## src/rtl/lcd_req_arb.sv

```systemverilog
// Round-robin scheduler sharing one start/done LCD display path among N_REQ requesters.
// One pending value per requester, forced inter-transaction gap, done timeout, optional refresh.
module lcd_req_arb #(
  parameter int N_REQ       = 4,
  parameter int TIMEOUT_CYC = 1024,
  parameter int GAP_CYC     = 2,
  parameter int REFRESH_CYC = 0
) (
  input  logic                       I_CLK,
  input  logic                       I_RSTF,
  input  logic [N_REQ-1:0]           I_REQ,
  input  logic [32*N_REQ-1:0]        I_REQ_DATA,
  output logic [N_REQ-1:0]           O_GNT,
  output logic [N_REQ-1:0]           O_REQ_DONE,
  output logic [N_REQ-1:0]           O_DROP,
  output logic                       O_LCD_START,
  output logic [31:0]                O_LCD_DATA,
  input  logic                       I_LCD_DONE,
  output logic [$clog2(N_REQ)-1:0]   O_SEL,
  output logic                       O_BUSY,
  output logic                       O_TIMEOUT
);

  localparam int SW = $clog2(N_REQ);
  localparam int TW = $clog2(TIMEOUT_CYC);
  localparam int GW = $clog2(GAP_CYC + 1);
  localparam int RW = $clog2(REFRESH_CYC + 2);

  typedef enum logic [1:0] {S_IDLE, S_ISSUE, S_WAIT, S_GAP} state_t;

  state_t          state;
  logic [N_REQ-1:0] pend;
  logic [31:0]     pdata [N_REQ];
  logic [31:0]     req_w [N_REQ];
  logic [SW-1:0]   last;
  logic            is_ref;
  logic            shown;
  logic [TW-1:0]   to_cnt;
  logic [GW-1:0]   gap_cnt;
  logic [RW-1:0]   ref_cnt;

  logic [SW-1:0]   sel_c;
  logic [SW-1:0]   cand;
  logic            sel_ok;
  logic [31:0]     issue_data;
  logic            clr_now;

  always_comb begin
    for (int i = 0; i < N_REQ; i++) req_w[i] = I_REQ_DATA[32*i +: 32];
  end

  // Walk downward from the farthest candidate so the nearest one after `last` wins.
  always_comb begin
    sel_c  = '0;
    sel_ok = 1'b0;
    cand   = '0;
    for (int k = N_REQ; k >= 1; k--) begin
      cand = SW'((int'(last) + k) % N_REQ);
      if (pend[cand]) begin
        sel_c  = cand;
        sel_ok = 1'b1;
      end
    end
  end

  // A request landing in the select cycle is forwarded so the newest value is the one shown.
  assign issue_data = I_REQ[sel_c] ? req_w[sel_c] : pdata[sel_c];
  assign clr_now    = (state == S_ISSUE) && !is_ref;

  always_ff @(posedge I_CLK) begin
    for (int i = 0; i < N_REQ; i++) begin
      if (I_REQ[i]) pdata[i] <= req_w[i];
    end
  end

  always_ff @(posedge I_CLK) begin
    if (!I_RSTF) begin
      state       <= S_IDLE;
      pend        <= '0;
      last        <= SW'(N_REQ - 1);
      is_ref      <= 1'b0;
      shown       <= 1'b0;
      to_cnt      <= '0;
      gap_cnt     <= '0;
      ref_cnt     <= '0;
      O_GNT       <= '0;
      O_REQ_DONE  <= '0;
      O_DROP      <= '0;
      O_LCD_START <= 1'b0;
      O_LCD_DATA  <= '0;
      O_SEL       <= '0;
      O_BUSY      <= 1'b0;
      O_TIMEOUT   <= 1'b0;
    end else begin
      O_GNT       <= '0;
      O_REQ_DONE  <= '0;
      O_DROP      <= '0;
      O_LCD_START <= 1'b0;

      // A new request beats the grant-time clear of the same slot and is not a drop.
      for (int i = 0; i < N_REQ; i++) begin
        if (I_REQ[i]) begin
          pend[i] <= 1'b1;
          if (pend[i] && !(clr_now && O_SEL == SW'(i))) O_DROP[i] <= 1'b1;
        end else if (clr_now && O_SEL == SW'(i)) begin
          pend[i] <= 1'b0;
        end
      end

      case (state)
        S_IDLE: begin
          if (sel_ok) begin
            state       <= S_ISSUE;
            O_SEL       <= sel_c;
            O_LCD_DATA  <= issue_data;
            O_LCD_START <= 1'b1;
            O_GNT       <= N_REQ'(1) << sel_c;
            O_BUSY      <= 1'b1;
            is_ref      <= 1'b0;
            ref_cnt     <= '0;
          end else if (REFRESH_CYC != 0 && shown && ref_cnt == RW'(REFRESH_CYC - 1)) begin
            state       <= S_ISSUE;
            O_LCD_START <= 1'b1;
            O_BUSY      <= 1'b1;
            is_ref      <= 1'b1;
            ref_cnt     <= '0;
          end else if (REFRESH_CYC != 0 && shown) begin
            ref_cnt <= ref_cnt + RW'(1);
          end
        end
        S_ISSUE: begin
          state  <= S_WAIT;
          to_cnt <= '0;
          if (!is_ref) begin
            last  <= O_SEL;
            shown <= 1'b1;
          end
        end
        S_WAIT: begin
          if (I_LCD_DONE) begin
            state   <= S_GAP;
            gap_cnt <= '0;
            if (!is_ref) O_REQ_DONE <= N_REQ'(1) << O_SEL;
          end else if (to_cnt == TW'(TIMEOUT_CYC - 1)) begin
            state     <= S_GAP;
            gap_cnt   <= '0;
            O_TIMEOUT <= 1'b1;
          end else begin
            to_cnt <= to_cnt + TW'(1);
          end
        end
        S_GAP: begin
          if (gap_cnt == GW'(GAP_CYC - 1)) begin
            state  <= S_IDLE;
            O_BUSY <= 1'b0;
          end else begin
            gap_cnt <= gap_cnt + GW'(1);
          end
        end
        default: state <= S_IDLE;
      endcase
    end
  end

endmodule

```

## config.mk

```make
export PLATFORM = sky130hd
export DESIGN_NAME = lcd_req_arb
export DESIGN_NICKNAME = d
export VERILOG_FILES = /design/src/rtl/lcd_req_arb.sv
export SDC_FILE = /design/constraint.sdc
export NUM_CORES = 1
export LEC_CHECK = 0
export ABC_AREA = 1
export CAP_MARGIN = 20
export CORE_MARGIN = 3
export CORE_UTILIZATION = 40
export DETAILED_ROUTE_END_ITERATION = 7
export SLEW_MARGIN = 10
export SYNTH_ARGS = -nofsm -noshare
export SYNTH_HDL_FRONTEND = slang
export SYNTH_SLANG_ARGS = --single-unit
```

## constraint.sdc

```tcl
create_clock -name I_CLK -period 2.1 [get_ports I_CLK]
set_input_delay 0.42 -clock I_CLK [delete_from_list [all_inputs] [get_ports I_CLK]]
set_output_delay 0.42 -clock I_CLK [all_outputs]
set_load 0.02 [all_outputs]
```

==> results.sh <==
export IMPL_synth_edf_count=128
export IMPL_post_drt_wl_per_cell_um=18.5
export IMPL_htreeDepth=4
export IMPL_drive_gt1_share_pct=10.8
export IMPL_synth_seq_area_share_pct=57.3
export IMPL_drc=0
export IMPL_p_sw_share_pct=45.0
export IMPL_critPathRequiredTime_ns=2.43
export IMPL_max_freq_mhz=497
export IMPL_clkTransAtPathRegs_ns=0.07
export IMPL_routed_via_density=5.24
export IMPL_grt_ovfl_total=0
export IMPL_setup_viol=0
export IMPL_area_delta_synth_final_pct=37.1
export IMPL_setup_slack_ns=0.0867
export IMPL_r2r_setup_slack_ns=0.09
export IMPL_clkLatencyLatePin_ns=0.44
export IMPL_multi_input_area_um2=3530
export IMPL_hp_class="input port to flip-flop"
export IMPL_maxSlewHeadroom_pct=64.4
export IMPL_post_route_period_util_pct=95.9
export IMPL_ctsHoldBuffers=0
export IMPL_portBuffers=183
export IMPL_dp_slack_ns=-0.0615
export IMPL_clkPwrFrac_pct=15.2
export IMPL_p_seq_share_pct=23.0
export IMPL_dp_hpwl_um=18500
export IMPL_r2r_end="O_LCD_DATA[3]$_SDFFE_PN0P_"
export IMPL_synthAdderAreaFrac_pct=0.823
export IMPL_synth_compound_gate_area_share_pct=2.39
export IMPL_ys_seq_elements=197
export IMPL_cts_root_buf="clkbuf_16"
export IMPL_synth_cell_type_count=28
export IMPL_min_to="pdata[0][31]$_DFFE_PP_"
export IMPL_power_density_nw_per_um2=1710
export IMPL_worstPathMaxFanout=7
export IMPL_worst_endpoint_arrival_ns=2.34
export IMPL_finalMaxSlewViolations=0
export IMPL_start_util_pct=41.3
export IMPL_min_path_cells=1
export IMPL_endpoint_kind="flip-flop"
export IMPL_synthFlopType="edfxtp_1"
export IMPL_p_sw_mw=9.64
export IMPL_grt_max_degree=43
export IMPL_reg2regPathDepth=16
export IMPL_syn_cell_area_um2=9130
export IMPL_clk_path_buf_depth=2
export IMPL_synthArstFlopShare_pct=0
export IMPL_fp_row_count=54
export IMPL_post_route_cell_area_um2=12500
export IMPL_synth_simple_area_share_pct=33.8
export IMPL_intPower_mw=11.8
export IMPL_track_usage_pct=21.9
export IMPL_die_h_um=157
export IMPL_fillers=2022
export IMPL_start_kind="flip-flop"
export IMPL_drv_cap=0
export IMPL_leakagePower_nw=5.24
export IMPL_synthMuxAreaShare_pct=0
export IMPL_tightest_slew_ns=0.534
export IMPL_final_nets=1419
export IMPL_drtAntennaViolNets=0
export IMPL_fin_skew_ns=0.0115
export IMPL_min_from="I_REQ[0]"
export IMPL_fin_util_pct=56.6
export IMPL_drt_wl_total_um=29100
export IMPL_gp_congestion=0.849
export IMPL_synth_xor_area_share_pct=0
export IMPL_ys_warn_count=0
export IMPL_syn_mean_instance_area_um2=8.50
export IMPL_outcome="finished, final reports clean"
export IMPL_routed_via_count=8231
export IMPL_placed_area_um2=11500
export IMPL_initialDrtViolationCount=649
export IMPL_cts_tree="built"
export IMPL_syn_inst=1074
export IMPL_period_needed_ns=2.01
export IMPL_die_x_um=157
export IMPL_antenna_found_initial=1
export IMPL_syn_num_nets=1215
export IMPL_io_pins=184
export IMPL_r2r_start="last[0]$_SDFFE_PN1P_"
export IMPL_regArea_um2=5230
export IMPL_cts_sinks=197
export IMPL_finalPower_mw=21.4
export IMPL_crit_type="flip-flop to flip-flop"
export IMPL_cts_inserted_buffers=17
export IMPL_synth_top_family_by_area="simple AND/OR/NAND/NOR gates"
export IMPL_power_frac_comb_pct=61.8
export IMPL_finalHoldViolCount=0
export IMPL_grt_pass1_wl_um=42200
export IMPL_core_area_um2=22100
export IMPL_grt_pass1_vias=7683
export IMPL_die_area_um2=24700
export IMPL_drtPass1Iterations=5
export IMPL_ir_worst_vdd_uv=1050
[state kept, by name, indices dropped and copies added, names as in the netlist]
signal,flops
pdata,128
O_LCD_DATA,32
to_cnt,10
O_DROP,4
O_GNT,4
O_REQ_DONE,4
pend,4
O_SEL,2
gap_cnt,2
last,2
state,2
O_BUSY,1
O_LCD_START,1
O_TIMEOUT,1
[cell families (layout without fill, tap and decap cells)]
logic type | count (synthesis) | in the layout
compound gates | 38 | 38
fa+ha+maj | 6 | 6
buf+inv | 106 | 323
flops | 197 | 197
other cells | 0 | 1
simple gates | 727 | 727
[layer usage]
layer	global-route usage [%]	part of all wire, %	vias to the layer above
li1	-	-	3998
met1	30.1	43	3861
met2	35.2	48	330
met5	0	0	-
met4	7.36	2.2	0
met3	4.10	7.0	42
[power by group through the flow]
stage	Clock, mW	Sequential [mW]	Combinational, mW
after floorplan	0	5.25	7.25
after global placement	0	5.00	11.1
after detailed placement	0	5.00	11.2
after CTS	3.32	4.93	11.3
after global routing	3.47	4.99	14.5
final	3.27	4.93	13.2
[Yosys cell counts (2+ instances only)]
cell type	count	share of area (%)
a211oi_1	3	0.25
a21oi_1	13	0.71
buf_2	43	2.4
buf_4	9	0.74
buf_6	5	0.62
clkbuf_1	7	0.29
dfxtp_1	69	15
edfxtp_1	128	42
ha_1	6	0.82
inv_1	39	1.6
inv_2	2	0.082
nand2_1	441	18
nand2_2	9	0.62
nand3_1	240	13
nand4_1	2	0.14
nor2_1	21	0.86
nor3_1	11	0.60
o211ai_1	4	0.33
o21a_1	2	0.16
o21ai_0	12	0.66
[cell type report]
class,count,share of cell area (%)
Antenna cell,1,0.0200
Clock buffer,18,3.51
Clock inverter,14,1.13
Inverter,42,1.32
Multi-Input combinational cell,771,28.2
Sequential cell,197,41.8
Tap cell,280,2.80
Timing Repair Buffer,249,21.2
[timing repair]
item	CTS	global route
pin swaps	0	10
resized for setup	2	49
setup buffers	0	3
setup endpoints to repair	32	33
cloned	0	10
[through the flow]
stage	TNS [ns]	instances	hold slack, ns
after floorplan	0	1074	0.441
after global placement	0	1526	0.439
after detailed placement	-0.448	1526	0.439
after CTS	0	1558	0.266
after global routing	-0.376	1572	0.278
final	0	1572	0.292
[worst max path at each step]
| stage | start | end | slack [ns] | cells after the start |
|---|---|---|---|---|
| 2_1_floorplan | last[0]$_SDFFE_PN1P_ | O_LCD_DATA[10]$_SDFFE_PN0P_ | 0.33 | 15 |
| 3_3_place_gp | last[0]$_SDFFE_PN1P_ | O_LCD_DATA[31]$_SDFFE_PN0P_ | 0.01 | 16 |
| 3_5_place_dp | last[0]$_SDFFE_PN1P_ | O_LCD_DATA[31]$_SDFFE_PN0P_ | -0.06 | 16 |
| 4_1_cts | last[0]$_SDFFE_PN1P_ | O_LCD_DATA[2]$_SDFFE_PN0P_ | 0.05 | 14 |
| 5_1_grt | last[0]$_SDFFE_PN1P_ | O_LCD_DATA[16]$_SDFFE_PN0P_ | -0.04 | 16 |
| 6_report | last[0]$_SDFFE_PN1P_ | O_LCD_DATA[3]$_SDFFE_PN0P_ | 0.09 | 16 |
[critical path, stage by stage, from the launching register on]
cell	delay (ns)
dfxtp_4	0.39
buf_6	0.13
nand2_1	0.05
nand2_1	0.09
nand2_1	0.07
nand2_2	0.11
inv_4	0.06
nand2_4	0.08
nand2_4	0.08
buf_8	0.15
nand3_1	0.07
nand3_2	0.12
nand2_8	0.16
clkbuf_16	0.17
nand2_1	0.05
nand3_1	0.08
nand2_1	0.05
[cell usage in the layout (no fill, tap or decap), types with 2 or more instances in the layout]
master,instances
nand2_2,10
buf_2,4
nand2_4,6
buf_4,33
clkbuf_16,25
nand2_8,2
clkinvlp_4,3
inv_4,3
dfxtp_1,67
a21oi_1,13
inv_8,2
nor3_1,11
edfxtp_1,128
buf_12,11
o211ai_1,4
o21ai_0,12
nand4_1,2
nor2_1,18
inv_2,2
inv_1,37
nor2_4,2
nand3_1,233
a211oi_1,3
buf_6,10
clkdlybuf4s50_1,179
nand2_1,432
inv_6,4
clkinv_4,3
buf_8,4
nand3_2,7
ha_1,6
o21a_1,2
Power figures use the tool's default switching activity.
